===== config.mk =====
export PLATFORM = sky130hd
export DESIGN_NAME = pipe_ctrl
export DESIGN_NICKNAME = d
export VERILOG_FILES = /design/src/rtl/pipe_ctrl_pkg.sv /design/src/rtl/pipe_ctrl_hazard_cmp.sv /design/src/rtl/pipe_ctrl.sv
export SDC_FILE = /design/constraint.sdc
export NUM_CORES = 1
export LEC_CHECK = 0
export CAP_MARGIN = 20
export CORE_UTILIZATION = 39
export DETAILED_ROUTE_END_ITERATION = 6
export PLACE_DENSITY = 0.74
export SETUP_SLACK_MARGIN = 0.02
export SLEW_MARGIN = 15
export SYNTH_ARGS = -nofsm -noshare
export SYNTH_HDL_FRONTEND = slang
export SYNTH_SLANG_ARGS = --single-unit

===== constraint.sdc =====
create_clock -name clk -period 1.65 [get_ports clk]
set_input_delay 0.33 -clock clk [delete_from_list [all_inputs] [get_ports clk]]
set_output_delay 0.33 -clock clk [all_outputs]
set_load 0.1 [all_outputs]

===== src/rtl/pipe_ctrl_pkg.sv =====
// Shared core package for the pipeline controller.
//   state_t        : controller FSM states
//   FWD_RF/EX/WB   : operand-source select codes driven on fwd_rs1/fwd_rs2
//   NUM_SRC        : number of decode source operands compared per cycle
package pipe_ctrl_pkg;

    typedef enum logic [1:0] {
        ST_RUN       = 2'd0,
        ST_INTERLOCK = 2'd1,
        ST_FREEZE    = 2'd2
    } state_t;

    localparam logic [1:0] FWD_RF = 2'd0;
    localparam logic [1:0] FWD_EX = 2'd1;
    localparam logic [1:0] FWD_WB = 2'd2;

    localparam int NUM_SRC = 2;

endpackage


===== src/rtl/pipe_ctrl_hazard_cmp.sv =====
// hazard_cmp: compares one decode source operand against the execute and
// writeback slots and returns {hazard, fwd} for that operand.
// Macro PIPE_CTRL_FWD_EN: when defined, writeback matches and non-load
// execute matches are forwarded; only a load in execute is a hazard.
// When undefined, every match is a hazard and fwd is always FWD_RF.
// Ports:
//   dec_valid, use_src, src       : decode operand and whether it is read
//   ex_vld, ex_wr, ex_load, ex_rd : execute slot state
//   wb_vld, wb_wr, wb_rd          : writeback slot state
//   hazard                        : operand cannot be supplied this cycle
//   fwd                           : operand source select
module hazard_cmp
    import pipe_ctrl_pkg::*;
#(
    parameter int REG_BITS = 5
) (
    input  logic                dec_valid,
    input  logic                use_src,
    input  logic [REG_BITS-1:0] src,
    input  logic                ex_vld,
    input  logic                ex_wr,
    input  logic                ex_load,
    input  logic [REG_BITS-1:0] ex_rd,
    input  logic                wb_vld,
    input  logic                wb_wr,
    input  logic [REG_BITS-1:0] wb_rd,
    output logic                hazard,
    output logic [1:0]          fwd
);

    logic act;
    logic ex_hit;
    logic wb_hit;

    // x0 is hardwired zero: a zero source never matches, which also keeps
    // a zero rd out of the match since src must equal rd.
    assign act    = dec_valid & use_src & (src != '0);
    assign ex_hit = act & ex_vld & ex_wr & (ex_rd == src);
    assign wb_hit = act & wb_vld & wb_wr & (wb_rd == src);

`ifdef PIPE_CTRL_FWD_EN
    // Load data only exists at writeback, so a load in execute must wait.
    assign hazard = ex_hit & ex_load;

    // Execute holds the younger write, so it wins over writeback.
    always_comb begin
        fwd = FWD_RF;
        if (ex_hit)      fwd = FWD_EX;
        else if (wb_hit) fwd = FWD_WB;
    end
`else
    logic unused_load;
    assign unused_load = ex_load;

    assign hazard = ex_hit | wb_hit;
    assign fwd    = FWD_RF;
`endif

endmodule


===== src/rtl/pipe_ctrl.sv =====
// pipe_ctrl: hazard / stall / flush controller for a decode-execute-writeback
// integer pipeline. Tracks the execute and writeback slots and decides each
// cycle whether decode advances, stalls behind a bubble, freezes on a busy
// memory, or is flushed by a redirect.
// Macro PIPE_CTRL_FWD_EN enables operand forwarding (see hazard_cmp).
// Ports:
//   clk, rst_n                 : clock, synchronous active-low reset
//   dec_*                      : decode-stage instruction fields
//   mem_busy                   : data memory cannot accept/retire
//   redirect                   : taken branch/jump resolved in execute
//   stall, flush               : decode/execute hold, decode discard
//   ex_valid, wb_valid         : slot occupancy
//   fwd_rs1, fwd_rs2           : operand source selects
module pipe_ctrl
    import pipe_ctrl_pkg::*;
#(
    parameter int     REG_BITS    = 5,
    parameter state_t RESET_STATE = ST_RUN
) (
    input  logic                clk,
    input  logic                rst_n,
    input  logic                dec_valid,
    input  logic [REG_BITS-1:0] dec_rs1,
    input  logic [REG_BITS-1:0] dec_rs2,
    input  logic                dec_use_rs1,
    input  logic                dec_use_rs2,
    input  logic [REG_BITS-1:0] dec_rd,
    input  logic                dec_wr,
    input  logic                dec_load,
    input  logic                mem_busy,
    input  logic                redirect,
    output logic                stall,
    output logic                flush,
    output logic                ex_valid,
    output logic                wb_valid,
    output logic [1:0]          fwd_rs1,
    output logic [1:0]          fwd_rs2
);

    localparam int STAGES = 2;

    typedef struct packed {
        logic [REG_BITS-1:0] rd;
        logic                wr;
        logic                load;
    } ex_slot_t;

    typedef struct packed {
        logic [REG_BITS-1:0] rd;
        logic                wr;
    } wb_slot_t;

    // vld_pipe[1] = execute slot valid, vld_pipe[2] = writeback slot valid
    logic [STAGES:1] vld_pipe, vld_d;
    ex_slot_t        ex_q, ex_d;
    wb_slot_t        wb_q, wb_d;
    state_t          state, state_nx;
    logic            pend_q, pend_d;
    logic            hazard;

    logic [NUM_SRC-1:0][REG_BITS-1:0] src;
    logic [NUM_SRC-1:0]               src_use;
    logic [NUM_SRC-1:0]               src_hz;
    logic [NUM_SRC-1:0][1:0]          src_fwd;

    assign src     = {dec_rs2, dec_rs1};
    assign src_use = {dec_use_rs2, dec_use_rs1};

    for (genvar i = 0; i < NUM_SRC; i++) begin : g_cmp
        hazard_cmp #(.REG_BITS(REG_BITS)) u_cmp (
            .dec_valid (dec_valid),
            .use_src   (src_use[i]),
            .src       (src[i]),
            .ex_vld    (vld_pipe[1]),
            .ex_wr     (ex_q.wr),
            .ex_load   (ex_q.load),
            .ex_rd     (ex_q.rd),
            .wb_vld    (vld_pipe[2]),
            .wb_wr     (wb_q.wr),
            .wb_rd     (wb_q.rd),
            .hazard    (src_hz[i]),
            .fwd       (src_fwd[i])
        );
    end

    assign hazard   = |src_hz;
    assign ex_valid = vld_pipe[1];
    assign wb_valid = vld_pipe[2];

    always_comb begin
        stall   = 1'b0;
        flush   = 1'b0;
        fwd_rs1 = FWD_RF;
        fwd_rs2 = FWD_RF;
        pend_d  = pend_q;
        vld_d   = vld_pipe;
        ex_d    = ex_q;
        wb_d    = wb_q;

        // Outputs stay quiet while reset is held; the register block
        // performs the actual clear.
        if (rst_n) begin
            fwd_rs1 = src_fwd[0];
            fwd_rs2 = src_fwd[1];
            if (mem_busy) begin
                // Freeze: nothing moves; remember a redirect for later.
                stall  = 1'b1;
                pend_d = pend_q | redirect;
            end else begin
                flush  = redirect | pend_q;
                pend_d = 1'b0;
                // A flush discards decode, so its hazard is irrelevant.
                stall  = hazard & ~flush;

                vld_d[2] = vld_pipe[1];
                wb_d     = '{rd: ex_q.rd, wr: ex_q.wr};

                if (stall || flush || !dec_valid) begin
                    vld_d[1] = 1'b0;
                    ex_d     = '0;
                end else begin
                    vld_d[1] = 1'b1;
                    ex_d     = '{rd: dec_rd, wr: dec_wr, load: dec_load};
                end
            end
        end

        // Every state leaves on the same conditions; an unused encoding
        // falls back to ST_RUN.
        case (state)
            ST_RUN, ST_INTERLOCK, ST_FREEZE: begin
                if (mem_busy)   state_nx = ST_FREEZE;
                else if (stall) state_nx = ST_INTERLOCK;
                else            state_nx = ST_RUN;
            end
            default: state_nx = ST_RUN;
        endcase
    end

    always_ff @(posedge clk) begin
        if (!rst_n) begin
            state    <= RESET_STATE;
            vld_pipe <= '0;
            pend_q   <= 1'b0;
            ex_q     <= '0;
            wb_q     <= '0;
        end else begin
            state    <= state_nx;
            vld_pipe <= vld_d;
            pend_q   <= pend_d;
            ex_q     <= ex_d;
            wb_q     <= wb_d;
        end
    end

endmodule

-- Yosys cells after proc, flatten, opt, wreduce, memory -nomap -nowiden
Index checks and enable logic that the tools add are counted.
- register bits after elaboration: 15
- input port bits: 24
- eq/ne operators: 4
- muxes and demuxes: 6
- bitwise gates (word level): 21
- reduce and logical (&&, ||, !) cells: 7
- operators by type and width (kind ; number):
    equality test 5 bit ; 4
    bitwise AND 1 bit ; 17
    nonzero test 5 bit ; 2
    two-way mux 7 bit ; 1
    two-way mux 1 bit ; 5
    OR 1 bit ; 3
    logical OR 1 bit ; 2
    AND reduction 2 bit ; 1
    OR reduction 2 bit ; 1
    logical NOT 1 bit ; 1
    NOT 1 bit ; 1

-- Longest topological paths before layout
- depth in word-level cells: 11
- mapped depth: 5
- depth with buffers taken out: 5

-- By module
From an unflattened synthesis, not the netlist that was laid out.
- cell total of the unflattened synthesis: 94
- area total of the unflattened synthesis: 937.1 sq um
- modules (own cells, without submodules) (module ; times used ; cells an instance ; area an instance (sq um) ; seq. area each (sq um)):
    pipe_ctrl ; 1 ; 54 ; 624.3 ; 320.3
    hazard_cmp ; 2 ; 20 ; 156.4 ; 0.0

-- Worst setup path after synthesis
OpenSTA, ideal clock, no wires.
- path kind: register -> output
- from: register vld_pipe[2] (netlist bit)
- to: output stall
- data arrival time: 3.657 ns
- data required time: 1.320 ns
- setup slack: -2.337 ns
- cell stages (with the launch flop): 5
- path through: dfxtp_1 -> nand3_1 -> o22ai_1 -> a22oi_1 -> o21ai_0
- longest elaborated chain between the ends: 8
- elaborated cells between the ends (all ways): 12
- RTL lines (item ; line ; source):
    start, declared ; pipe_ctrl.sv:54 ; logic [STAGES:1] vld_pipe, vld_d;
    start signal, assigned ; pipe_ctrl.sv:149 ; vld_pipe <= vld_d;
    bitwise AND 1 bit (3 in series) ; pipe_ctrl_hazard_cmp.sv:39 ; assign wb_hit = act & wb_vld & wb_wr & (wb_rd == src);
    OR 1 bit ; pipe_ctrl_hazard_cmp.sv:55 ; assign hazard = ex_hit | wb_hit;
    OR reduction 2 bit (*) ; pipe_ctrl.sv:86 ; assign hazard = |src_hz;
    bitwise AND 1 bit (*) ; pipe_ctrl.sv:113 ; stall = hazard & ~flush;
    two-way mux 1 bit (*) ; pipe_ctrl.sv:105 ; if (mem_busy) begin
    two-way mux 1 bit (*) ; pipe_ctrl.sv:102 ; if (rst_n) begin
    end, declared ; pipe_ctrl.sv:32 ; output logic stall,
Every way passes the cells marked *; elsewhere a longest branch is shown, timed or not.

-- Worst setup path in the final report
- from: register ex_q[6] (netlist bit)
- to: output stall
- longest elaborated chain between the ends: 7
- elaborated cells between the ends (all ways): 10
- RTL lines (item ; line ; source):
    start, declared ; pipe_ctrl.sv:55 ; ex_slot_t ex_q, ex_d;
    start signal, assigned ; pipe_ctrl.sv:145 ; ex_q <= '0;
    start signal, assigned ; pipe_ctrl.sv:151 ; ex_q <= ex_d;
    equality test 5 bit ; pipe_ctrl_hazard_cmp.sv:38 ; assign ex_hit = act & ex_vld & ex_wr & (ex_rd == src);
    bitwise AND 1 bit ; pipe_ctrl_hazard_cmp.sv:38 ;
    OR 1 bit ; pipe_ctrl_hazard_cmp.sv:55 ;
    OR reduction 2 bit (*) ; pipe_ctrl.sv:86 ;
    bitwise AND 1 bit (*) ; pipe_ctrl.sv:113 ;
    two-way mux 1 bit (*) ; pipe_ctrl.sv:105 ;
    two-way mux 1 bit (*) ; pipe_ctrl.sv:102 ;
Marks and branches as above.

==> results.toml <==
[status]
status = "finished with violations"
failed_checks = "negative setup slack"

[power]
powerDensity_nw_per_um2 = 584
p_leak_nw = 0.572
p_sw_uw = 281
clockPowerShare_pct = 25.9
p_int_uw = 578
swShare_pct = 32.7
comb_power_share_pct = 30.6
power.share.sequential_pct = 43.5
ir_drop_mv = 0.497

[cts]
clock-root-buffer = "clkbuf_4"
clkTransAtPathRegs_ns = 0.09
tritoncts = "done"
clk_path_buf_depth = 2
clk_latency_ns = 0.29
numClockSinks = 15
cts_made_buffers = 3
h-tree-depth = 1

[routing]
antenna_left = 0
drc_errors = 0
drtIter0Drc = 8
vias_per_cell = 5.15
dr.pass1.iters = 4
wire_per_inst_um = 15.4
routed-via-count = 834
wl_mm = 2.50

[yosys]
synth_area_leaders = "dfxtp_1 34%, xnor2_1 20%, mux2i_1 8.0%, a22o_1 6.0%, nor2b_1 5.0%"
avgSynthCellArea_um2 = 9.92
synth_top_cell_by_area = "dfxtp_1"
yosys_warnings = 0
yosysTopAreaCellShare_pct = 34.4
synth_area_um2 = 873
synth_seq_area_share_pct = 34.4
synth-seq-cells = 15
synthDistinctLibCells = 23
syn-instance-count = 88

[setup_path]
path_cells = "xnor2_1 > nand4_1 > o22ai_2 > a22oi_2 > o21ai_4 > buf_12"
cp_data_arrival_time_ns = 1.74
crit_buf_inv = 1
reg2reg_depth = 8
cp.depth = 6
path_max_fanout = 4
cp-start-kind = "flip-flop"
cp-end-kind = "primary output"
cp_slowest_stage_delay_ns = 0.36
path_class = "flip-flop to primary output"
critical_path.top_delay_family = "compound AO/OA/AOI/OAI gates"
worstPathRequired_ns = 1.32
cp_slowest_cell = "dfxtp_2"

[placement]
place_congestion = 0.837
port_buffers = 26
dp_hpwl_mm = 1.85
place_ws_ns = -0.695

[sta]
setup_ws_ns = -0.416
fin_crit_sh_pct = 125
hold_ws_ns = 0.525
fmax_mhz = 484
drv_slew = 0
rsz0062_at_grt = "true"
setup_viol = 8
hold_violations = 0
post-route-min-period_ns = 2.07
skew_ns = 0.00173

[grt]
grt_pass1_wl_mm = 4.09
grt_max_degree = 11
grt_overflow_total = 0
antenna_found_initial = 0
grt_usage_pct = 23.0
grt_pass1_vias = 910

[min_path]
min_path_type = "primary input to flip-flop"
hold_depth = 3

[floorplan]
dieArea_um2 = 2430
die_width_um = 49.3
fp.coreArea_um2 = 2040
start_util_pct = 42.8
dieHeight_um = 49.3
io_pins = 32
rows = 16

[final_layout]
drive_gt1_share_pct = 45.9
synthToLayoutAreaGrowth_pct = 68.3
nets = 160
antenna_cells = 0

[run]
cap_violations = 0
power groups by stage:
stage	clock (mW)	sequential, mW	combinational (mW)
6_report	0.222	0.374	0.263
5_1_grt	0.254	0.375	0.276
4_1_cts	0.232	0.374	0.257
3_5_place_dp	0	0.385	0.257
3_3_place_gp	0	0.385	0.253
2_1_floorplan	0	0.392	0.146
path summary, 6_finish.rpt:
path                            start                       end  slack, ns
min                          mem_busy         pend_q$_SDFF_PN0_       0.52
max reg2reg      ex_q[6]$_SDFFE_PN0N_      ex_q[5]$_SDFFE_PN0N_      -0.11
max              ex_q[6]$_SDFFE_PN0N_                     stall      -0.42
min reg2reg  vld_pipe[1]$_SDFFE_PN0N_  vld_pipe[1]$_SDFFE_PN0N_       0.53
area by class of cell:
class,instances,area (µm²)
fillers,166,572
flip-flops and latches,15,327
multi-input cells,69,643
repair buffers,47,437
well taps,27,33.8
clock inverters,1,7.51
clock buffers,3,22.5
cell usage in the layout (no fill, tap or decap), drive strengths merged:
cell           instances
buf                   31
xnor2                 20
dfxtp                 15
clkdlybuf4s50         10
mux2i                  7
nor2b                  7
a22o                   6
dlygate4sd2            5
nand4                  4
conb                   4
nand3                  4
clkbuf                 3
nor2                   2
nand2                  2
or3                    2
o22ai                  2
o311a                  2
nor3b                  1
a22oi                  1
o21ai                  1
and2                   1
nand4b                 1
a221oi                 1
a21o                   1
clkinvlp               1
clkdlybuf4s15          1
logic make-up (layout without fill, tap and decap cells):
family / after synthesis / count (layout) / share of synthesized area (%)
DFF: 15 / 15 / 34.4
buffers and inverters: 7 / 51 / 4.73
xor gates and xnor gates: 20 / 20 / 20.1
other: 1 / 4 / 0.429
AOI/OAI and AO/OA: 14 / 14 / 16.5
and+or+nand+nor: 24 / 24 / 15.9
muxes: 7 / 7 / 8.02
routing by layer:
metal,GRT usage (%),up-vias,share of wire (%),wire length [µm]
met4,7.84,0,4.4,110
met3,7.17,11,5.3,133
li1,-,401,-,-
met2,44.5,34,52,1300
met5,0,-,0,0
met1,22.4,388,38,948
worst min-delay path, delay by kind of cell:
kind,cells,cell delay (ns)
buffers and inverters,1,0.27
and+or+nand+nor,2,0.18
state kept, by name, summed over array words and instances (netlist names):
name / cells
pend_q: 1
vld_pipe: 2
wb_q: 6
ex_q: 6
metrics by stage:
stage                     std cells  cell area, µm²  setup TNS, ns  power, mW  util, %
after CTS                       162            1440         -0.363      0.864     70.7
after global routing            162            1470          -1.24      0.905     72.0
after global placement          155            1370          -5.16      0.637     67.2
after detailed placement        155            1370          -5.36      0.642     67.2
after floorplan                  91             976         -0.266      0.538        -
final                           162            1470         -0.968      0.859     72.0
repair_timing:
| item | in CTS | in global routing |
|---|---|---|
| buffers inserted | 3 | 0 |
| pin swaps | 13 | 6 |
| resized for setup | 48 | 5 |
| endpoints found under the setup margin | 9 | 9 |
| hold buffers | 0 | 0 |
synthesized netlist by cell type (all sizes together):
cell / instances
nand4b: 1
nand3: 4
dfxtp: 15
a22oi: 1
nand4: 4
clkbuf: 3
and2: 1
xnor2: 20
or3: 2
a221oi: 1
nor3b: 1
conb: 1
nor2b: 7
mux2i: 7
buf: 4
o311a: 2
o21ai: 1
a21o: 1
nor2: 2
a22o: 6
nand2: 2
o22ai: 2
No activity file was read; power rests on OpenSTA's default activity.
